===== config.mk =====
export PLATFORM = sky130hd
export DESIGN_NAME = ps2_event_fifo
export DESIGN_NICKNAME = d
export VERILOG_FILES = /design/src/rtl/ps2_event_fifo.sv
export SDC_FILE = /design/constraint.sdc
export NUM_CORES = 1
export LEC_CHECK = 0
export ABC_AREA = 1
export CORE_ASPECT_RATIO = 1.75
export CORE_MARGIN = 2
export CORE_UTILIZATION = 60
export DETAILED_ROUTE_END_ITERATION = 6
export PLACE_DENSITY = 0.81
export SYNTH_ARGS = -nofsm -noshare
export SYNTH_HDL_FRONTEND = slang
export SYNTH_SLANG_ARGS = --single-unit

===== constraint.sdc =====
create_clock -name clk -period 7.3 [get_ports clk]
set_input_delay 1.825 -clock clk [delete_from_list [all_inputs] [get_ports clk]]
set_output_delay 1.825 -clock clk [all_outputs]
set_load 0.005 [all_outputs]

===== src/rtl/ps2_event_fifo.sv =====
// PS/2 scan-byte decoder feeding a FIFO of {ext,brk,code} events for processor port reads.
// Optional auto-repeat suppression is built when PS2_TYPEMATIC_FILTER_EN is defined.
module ps2_event_fifo #(
  parameter int unsigned AW       = 3,
  parameter logic [7:0]  BRK_CODE = 8'hF0,
  parameter logic [7:0]  EXT_CODE = 8'hE0
) (
  input  logic          clk,
  input  logic          reset,
  input  logic          rx_done_tick,
  input  logic [7:0]    rx_data,
  output logic          rx_en,
  input  logic          rd_ack,
  input  logic          clr_ovf,
  output logic          evt_valid,
  output logic [7:0]    evt_code,
  output logic          evt_ext,
  output logic          evt_brk,
  output logic [AW:0]   evt_count,
  output logic          overflow
);

  localparam int unsigned DEPTH    = 1 << AW;
  localparam logic [AW:0] FULL_CNT = (AW+1)'(DEPTH);

  typedef enum logic [1:0] {S_IDLE, S_EXT, S_BRK} state_t;

  state_t      state_q, state_d;
  logic        ext_q, ext_d;
  logic        push_req, push_ext, push_brk, push_ok;

  always_comb begin
    state_d  = state_q;
    ext_d    = ext_q;
    push_req = 1'b0;
    push_ext = 1'b0;
    push_brk = 1'b0;
    if (rx_done_tick) begin
      case (state_q)
        S_IDLE: begin
          if (rx_data == EXT_CODE) begin
            state_d = S_EXT;
          end else if (rx_data == BRK_CODE) begin
            state_d = S_BRK;
            ext_d   = 1'b0;
          end else begin
            push_req = 1'b1;
          end
        end
        S_EXT: begin
          if (rx_data == BRK_CODE) begin
            state_d = S_BRK;
            ext_d   = 1'b1;
          end else if (rx_data != EXT_CODE) begin
            push_req = 1'b1;
            push_ext = 1'b1;
            state_d  = S_IDLE;
          end
        end
        S_BRK: begin
          // A prefix byte here is a protocol error: drop the partial sequence.
          if (rx_data != EXT_CODE && rx_data != BRK_CODE) begin
            push_req = 1'b1;
            push_ext = ext_q;
            push_brk = 1'b1;
          end
          state_d = S_IDLE;
          ext_d   = 1'b0;
        end
        default: begin
          state_d = S_IDLE;
          ext_d   = 1'b0;
        end
      endcase
    end
  end

  always_ff @(posedge clk or posedge reset) begin
    if (reset) begin
      state_q <= S_IDLE;
      ext_q   <= 1'b0;
    end else begin
      state_q <= state_d;
      ext_q   <= ext_d;
    end
  end

`ifdef PS2_TYPEMATIC_FILTER_EN
  logic [8:0] held_q, held_d;
  logic       held_vld_q, held_vld_d;
  logic       held_hit;

  assign held_hit = held_vld_q && (held_q == {push_ext, rx_data});

  always_comb begin
    held_d     = held_q;
    held_vld_d = held_vld_q;
    push_ok    = push_req;
    if (push_req) begin
      if (!push_brk) begin
        if (held_hit) begin
          push_ok = 1'b0;
        end else begin
          held_d     = {push_ext, rx_data};
          held_vld_d = 1'b1;
        end
      end else if (held_hit) begin
        held_vld_d = 1'b0;
      end
    end
  end

  always_ff @(posedge clk or posedge reset) begin
    if (reset) begin
      held_q     <= '0;
      held_vld_q <= 1'b0;
    end else begin
      held_q     <= held_d;
      held_vld_q <= held_vld_d;
    end
  end
`else
  assign push_ok = push_req;
`endif

  logic [9:0]    mem_q [DEPTH];
  logic [AW-1:0] wr_ptr_q, wr_ptr_d, rd_ptr_q, rd_ptr_d;
  logic [AW:0]   cnt_q, cnt_d;
  logic          ovf_q, ovf_d;
  logic          full, pop, wr_en, ovf_set;
  logic [9:0]    head;

  assign full    = (cnt_q == FULL_CNT);
  assign pop     = rd_ack && (cnt_q != '0);
  // A pop in the same cycle frees the slot, so a push into a full queue still lands.
  assign wr_en   = push_ok && (!full || pop);
  assign ovf_set = push_ok && full && !pop;

  always_comb begin
    wr_ptr_d = wr_en ? wr_ptr_q + AW'(1) : wr_ptr_q;
    rd_ptr_d = pop   ? rd_ptr_q + AW'(1) : rd_ptr_q;
    cnt_d    = cnt_q;
    if (wr_en && !pop) begin
      cnt_d = cnt_q + (AW+1)'(1);
    end else if (!wr_en && pop) begin
      cnt_d = cnt_q - (AW+1)'(1);
    end
    ovf_d = ovf_q;
    if (ovf_set) begin
      ovf_d = 1'b1;
    end else if (clr_ovf) begin
      ovf_d = 1'b0;
    end
  end

  always_ff @(posedge clk or posedge reset) begin
    if (reset) begin
      wr_ptr_q <= '0;
      rd_ptr_q <= '0;
      cnt_q    <= '0;
      ovf_q    <= 1'b0;
    end else begin
      wr_ptr_q <= wr_ptr_d;
      rd_ptr_q <= rd_ptr_d;
      cnt_q    <= cnt_d;
      ovf_q    <= ovf_d;
    end
  end

  always_ff @(posedge clk) begin
    if (wr_en) begin
      mem_q[wr_ptr_q] <= {push_ext, push_brk, rx_data};
    end
  end

  assign head      = mem_q[rd_ptr_q];
  assign evt_valid = (cnt_q != '0);
  assign evt_code  = evt_valid ? head[7:0] : '0;
  assign evt_brk   = evt_valid ? head[8]   : 1'b0;
  assign evt_ext   = evt_valid ? head[9]   : 1'b0;
  assign evt_count = cnt_q;
  assign overflow  = ovf_q;
  assign rx_en     = !full;

endmodule

==> impl_metrics.py, run 1 <==
metrics = {
    "outcome": {
        "status": "completed",
    },
    "sta": {
        "hold_viol": 0,
        "fin_crit_ps": 4490,
        "fin_skew_ps": 8.35,
        "finalSetupTns_ps": 0,
        "finalWorstSetupSlack_ps": 2810,
        "period_share_pct": 61.5,
        "slew_headroom_pct": 20.4,
        "fmax_mhz": 223,
        "maxSlewViolCount": 0,
        "rsz0062_at_grt": "no",
        "setup_violations": 0,
        "worstMarginPinSlew_ps": 1190,
    },
    "floorplanning": {
        "die_h_um": 114,
        "io_pins": 30,
        "die_area_um2": 7650,
        "fp.dieW_um": 67.0,
        "core_area_um2": 6810,
        "start_util_pct": 61.2,
        "row_count": 40,
    },
    "finish": {
        "regArea_um2": 2750,
        "fillCellCount": 492,
        "fin_area_um2": 4800,
        "fin_nets": 419,
        "syn_to_final_growth_pct": 15.3,
        "final_cell_mix": "nor2_1 (82), edfxtp_1 (80), nand2_1 (44)",
        "mostFrequentLayoutCell": "nor2_1",
        "stdcell_count": 485,
        "drive_gt1_share_pct": 7.73,
        "fin_util_pct": 70.5,
        "diodes": 0,
        "multi_input_area_um2": 1260,
    },
    "synth": {
        "synth_compound_area_share_pct": 9.59,
        "synth_edf_count": 80,
        "synth.avg_cell_area_um2": 11.3,
        "postSynth.asyncResetShare_pct": 14.9,
        "synth_top_cell_by_area": "edfxtp_1",
        "synth-xor-area-share_pct": 1.26,
        "syn_area_um2": 4160,
        "syn_nets": 392,
        "synth_area_leaders": "edfxtp_1 (58%), dfrtp_1 (8.4%), nor2_1 (7.4%)",
        "synth_cell_types": 31,
        "yosysTopAreaCellShare_pct": 57.7,
        "synthCells": 369,
        "synth_mux_area_share_pct": 0,
        "ys.flop_type": "edfxtp_1",
        "ys_seq_area_share_pct": 66.1,
        "synthAdderAreaFrac_pct": 3.19,
        "synth-seq-cells": 94,
        "synth_warnings": 0,
        "synth_top_family_by_area": "simple AND/OR/NAND/NOR gates",
        "yosys.area_share.simple_pct": 16.2,
    },
    "worst_setup_path": {
        "timing.rr.start": "evt_count[0]",
        "crit_type": "reg2out",
        "r2r_end": "evt_count[3]",
        "reg2reg_depth": 11,
        "crit_path_start_kind": "flop",
        "cp-end-kind": "primary output",
        "arrival_ps": 2670,
        "path_max_fanout": 42,
        "reg2reg_slack_ps": 4580,
        "cp.required_ps": 5480,
    },
    "detailed_routing": {
        "via_count": 2788,
        "viasPerCell": 5.75,
        "ant_nets": 0,
        "wl_per_cell_um": 17.5,
        "drt-total-wl_um": 8490,
        "dr.pass1.iters": 5,
        "drt_iter0_drc": 268,
        "drc": 0,
    },
    "cts": {
        "cts_root_buf": "clkbuf_16",
        "ctsHoldBuffers": 0,
        "htree_levels": 3,
        "cts_made_buffers": 9,
        "cts_setup_buffers": 0,
        "clock_path_buffers": 2,
        "cts_resized": 0,
        "clk_pin_slew_ps": 50,
        "cts_tree": "done",
        "clock_latency_ps": 340,
        "cts.sinks": 94,
    },
    "min_path": {
        "min_delay_worst_endpoint": "ext_q",
        "min_from": "ext_q",
        "hold_class": "reg2reg",
        "whs_path_depth": 2,
    },
    "placed_design": {
        "portBuffers": 29,
        "gp_congestion": 0.857,
        "place_area_um2": 4520,
        "hpwl_um": 5440,
        "post-place-ws_ps": 2750,
        "placed_cells": 469,
    },
    "global_route": {
        "track_usage_pct": 24.8,
        "grtUsageMet2_pct": 41.1,
        "grt_start_max_net_pins": 43,
        "grtUsageMet3_pct": 5.90,
        "grt_pass1_wl_um": 13400,
        "grt-busiest-layer": "met2",
        "antenna_found_initial": 0,
        "met1_usage_pct": 29.9,
        "gr-total-overflow": 0,
        "grt_pass1_vias": 2735,
    },
    "power_and_ir_drop": {
        "power_density_nw_per_um2": 393,
        "seqPwrFrac_pct": 39.1,
        "p_int_mw": 1.24,
        "ir_worst_vdd_v": 0.000244,
        "pwr-share-clk_pct": 23.5,
        "power.leakage_nw": 1.81,
        "p_sw_share_pct": 34.5,
        "pwr-share-comb_pct": 37.3,
        "p_sw_mw": 0.651,
    },
    "job": {
        "drv_cap": 0,
    },
}
[layer usage]
layer / share of wire, % / vias to the layer above
met5: 0 / -
met4: 2.4 / 0
met3: 4.9 / 11
met2: 53 / 94
met1: 39 / 1349
li1: - / 1334
[registers in the layout (all words and copies together), names as in the netlist]
name       cells
wr_ptr_q       3
evt_count      4
state_q        2
overflow       1
rd_ptr_q       3
ext_q          1
mem_q         80
[worst max path at each step]
stage	startpoint	end	slack (ps)	cells past startpoint
floorplan	rx_data[2]	evt_count[3]	3700	14
global placement	rx_data[4]	mem_q[3][3]	2890	7
detailed placement	rx_data[4]	mem_q[0][3]	2750	7
CTS	rd_ptr_q[0]	evt_ext	2810	7
global route	rd_ptr_q[0]	evt_ext	2660	7
finish	rd_ptr_q[0]	evt_ext	2810	7
[synth_stat cells, types with 2 or more instances]
cell,instances
a21oi_1,2
clkbuf_1,13
dfrtp_1,14
edfxtp_1,80
ha_1,9
inv_1,21
inv_2,4
nand2_1,44
nand3_1,8
nand4_1,3
nor2_1,82
nor3_2,5
o211ai_1,10
o21ai_0,13
o21ai_1,31
o22ai_1,11
xnor2_1,3
xor2_1,3
[worst max-delay path, cell delays in order, from the launching register on]
cell	delay (ps)
dfrtp_1	350
buf_4	260
inv_2	590
o21ai_1	210
o211ai_1	150
nand2_1	70
nor2_1	140
clkdlybuf4s50_1	530
[per-stage QoR]
step	hold WS, ps	power, mW
finish	481	1.89
global route	524	2.01
CTS	477	1.90
detailed placement	466	1.45
global placement	458	1.43
floorplan	442	1.16
[power groups by stage]
stage / sequential (mW) / clock (mW) / combinational, mW
floorplan: 0.719 / 0 / 0.445
finish: 0.739 / 0.444 / 0.705
global placement: 0.745 / 0 / 0.690
detailed placement: 0.748 / 0 / 0.707
global route: 0.746 / 0.473 / 0.788
CTS: 0.738 / 0.450 / 0.713
[final cells by class]
cell class | count | area share (%)
Clock inverter | 5 | 1.04
Clock buffer | 11 | 4.85
Tap cell | 84 | 2.19
Timing Repair Buffer | 31 | 6.36
Multi-Input combinational cell | 235 | 26.3
Sequential cell | 94 | 57.4
Inverter | 25 | 1.96
[logic make-up (layout without fill, tap and decap cells)]
kind of cell / after synthesis / count (layout)
and+or+nand+nor: 150 / 150
DFF: 94 / 94
AOI/OAI and AO/OA: 69 / 69
buffers and inverters: 40 / 72
adders and majority gates: 10 / 10
xor gates and xnor gates: 6 / 6
No activity file was read; power rests on OpenSTA's default activity.
==> inputs of run 2 (changes only) <==
Settings changed: CORE_UTILIZATION 60 to 52, PLACE_DENSITY 0.81 to 0.75.
Clock period 7.3 ns to 3.81 ns, I/O delays scaled along.
==> impl_metrics.py, run 2 (synthesis gave the netlist of run 1 again) <==
metrics = {
    "outcome": {
        "status": "completed",
    },
    "power_and_ir_drop": {
        "p_sw_share_pct": 34.3,
        "p_total_mw": 3.68,
        "ir_worst_vdd_v": 0.000466,
        "power.leakage_nw": 1.87,
        "p_sw_mw": 1.26,
        "p_int_mw": 2.42,
        "power_density_nw_per_um2": 752,
        "seqPwrFrac_pct": 38.4,
        "pwr-share-clk_pct": 23.7,
        "pwr-share-comb_pct": 37.9,
    },
    "worst_setup_path": {
        "slowest_delay_ps": 560,
        "slowest_stage": "clkdlybuf4s50_1",
        "path_max_fanout": 9,
        "crit_path_start_kind": "input port",
        "arrival_ps": 3560,
        "worstPathCellList": "clkdlybuf4s50_1 > inv_1 > nand2_1 > nor2_1 > o21ai_4 > nand3_4 > inv_2 > ha_1 > inv_1 > ha_1 > nand3_1 > nand3_1 > and2_1 > o21ai_1 > o21ai_1",
        "cp-end-kind": "flop",
        "crit_type": "in2reg",
        "cp.required_ps": 4030,
    },
    "cts": {
        "clock_path_buffers": 2,
        "cts_tree": "done",
        "cts.sinks": 94,
        "clk_pin_slew_ps": 60,
        "ctsHoldBuffers": 0,
        "cts_resized": 0,
        "htree_levels": 3,
        "cts_setup_buffers": 0,
        "clock_latency_ps": 330,
        "cts_root_buf": "clkbuf_16",
        "cts_made_buffers": 9,
    },
    "finish": {
        "drive_gt1_share_pct": 9.47,
        "fin_nets": 430,
        "syn_to_final_growth_pct": 17.5,
        "diodes": 0,
        "largest_reg_flops": 80,
        "mostFrequentLayoutCell": "nor2_1",
        "regMostFlops": "mem_q",
        "final_cell_mix": "nor2_1 (82), edfxtp_1 (80), nand2_1 (44)",
    },
    "detailed_routing": {
        "drt_iter0_drc": 321,
        "ant_nets": 0,
        "viasPerCell": 5.64,
        "wl_per_cell_um": 17.8,
        "dr.pass1.iters": 4,
        "drc": 0,
        "drt-total-wl_um": 8910,
        "via_count": 2829,
    },
    "floorplanning": {
        "die_area_um2": 8770,
        "fp.dieW_um": 71.6,
        "row_count": 43,
        "io_pins": 30,
        "core_area_um2": 7860,
        "die_h_um": 122,
        "start_util_pct": 53.0,
    },
    "placed_design": {
        "gp_congestion": 0.803,
        "hpwl_um": 5790,
        "portBuffers": 29,
    },
    "sta": {
        "maxSlewViolCount": 0,
        "setup_violations": 0,
        "finalSetupTns_ps": 0,
        "slew_headroom_pct": 37.8,
        "fin_crit_ps": 3340,
        "worstMarginPinSlew_ps": 933,
        "hold_viol": 0,
        "period_share_pct": 87.7,
        "fmax_mhz": 299,
        "fin_skew_ps": 7.48,
        "rsz0062_at_grt": "no",
    },
    "global_route": {
        "grt_pass1_wl_um": 14100,
        "gr-total-overflow": 0,
        "grt_start_max_net_pins": 42,
        "grt_pass1_vias": 2908,
        "antenna_found_initial": 0,
        "track_usage_pct": 22.0,
    },
    "min_path": {
        "hold_class": "reg2reg",
    },
    "job": {
        "drv_cap": 0,
    },
}
==> run 2: cell count changes in the layout (fill, tap and decap cells not counted) <==
cell	change
clkinv_2	-4
clkbuf_1	+3
buf_4	+11
clkbuf_8	+1
==> run 2: cell type report <==
class | instances | area, µm²
fillers | 623 | 2960
flip-flops and latches | 94 | 2750
well taps | 90 | 113
repair buffers | 42 | 388
multi-input cells | 235 | 1260
clock buffers | 15 | 258
inverters | 25 | 93.8
clock inverters | 1 | 30.0
==> run 2: power groups by stage <==
stage | Combinational [mW] | Clock, mW | Sequential, mW
after floorplan | 0.853 | 0 | 1.38
after global placement | 1.36 | 0 | 1.43
after detailed placement | 1.40 | 0 | 1.43
after CTS | 1.41 | 0.876 | 1.41
after global routing | 1.56 | 0.923 | 1.43
final | 1.39 | 0.871 | 1.41
==> run 2: metrics by stage <==
stage	worst slack, ps	area, µm²	instances	hold slack, ps	utilization [%]
after floorplan	1080	4160	369	442	-
after global placement	316	4610	486	466	58.6
after detailed placement	145	4610	486	484	58.6
after CTS	451	4890	502	491	62.3
after global routing	295	4890	502	517	62.3
final	469	4890	502	494	62.3
==> run 2: worst paths after layout <==
kind	startpoint	end	slack, ps	cells after the start
min in group asynchronous	reset	rd_ptr_q[2]	970	2
max in group asynchronous	reset	evt_count[0]	2460	2
worst max register to register	evt_count[0]	evt_count[3]	1050	11
worst min register to register	ext_q	ext_q	490	2
worst min-delay path	ext_q	ext_q	490	2
worst max-delay path	rx_data[2]	evt_count[3]	470	15
==> run 2: worst max-delay path: cells and delay by family <==
kind            cells  cell delay (ps)
buf+inv             4              850
compound gates      3              380
simple gates        6              900
fa+ha+maj           2              480
==> run 2: layer usage <==
layer / routed length, µm / global-route usage (%)
met1: 3340 / 24.0
met3: 454 / 4.02
met4: 163 / 11.6
met5: 0 / 0
met2: 4950 / 39.9
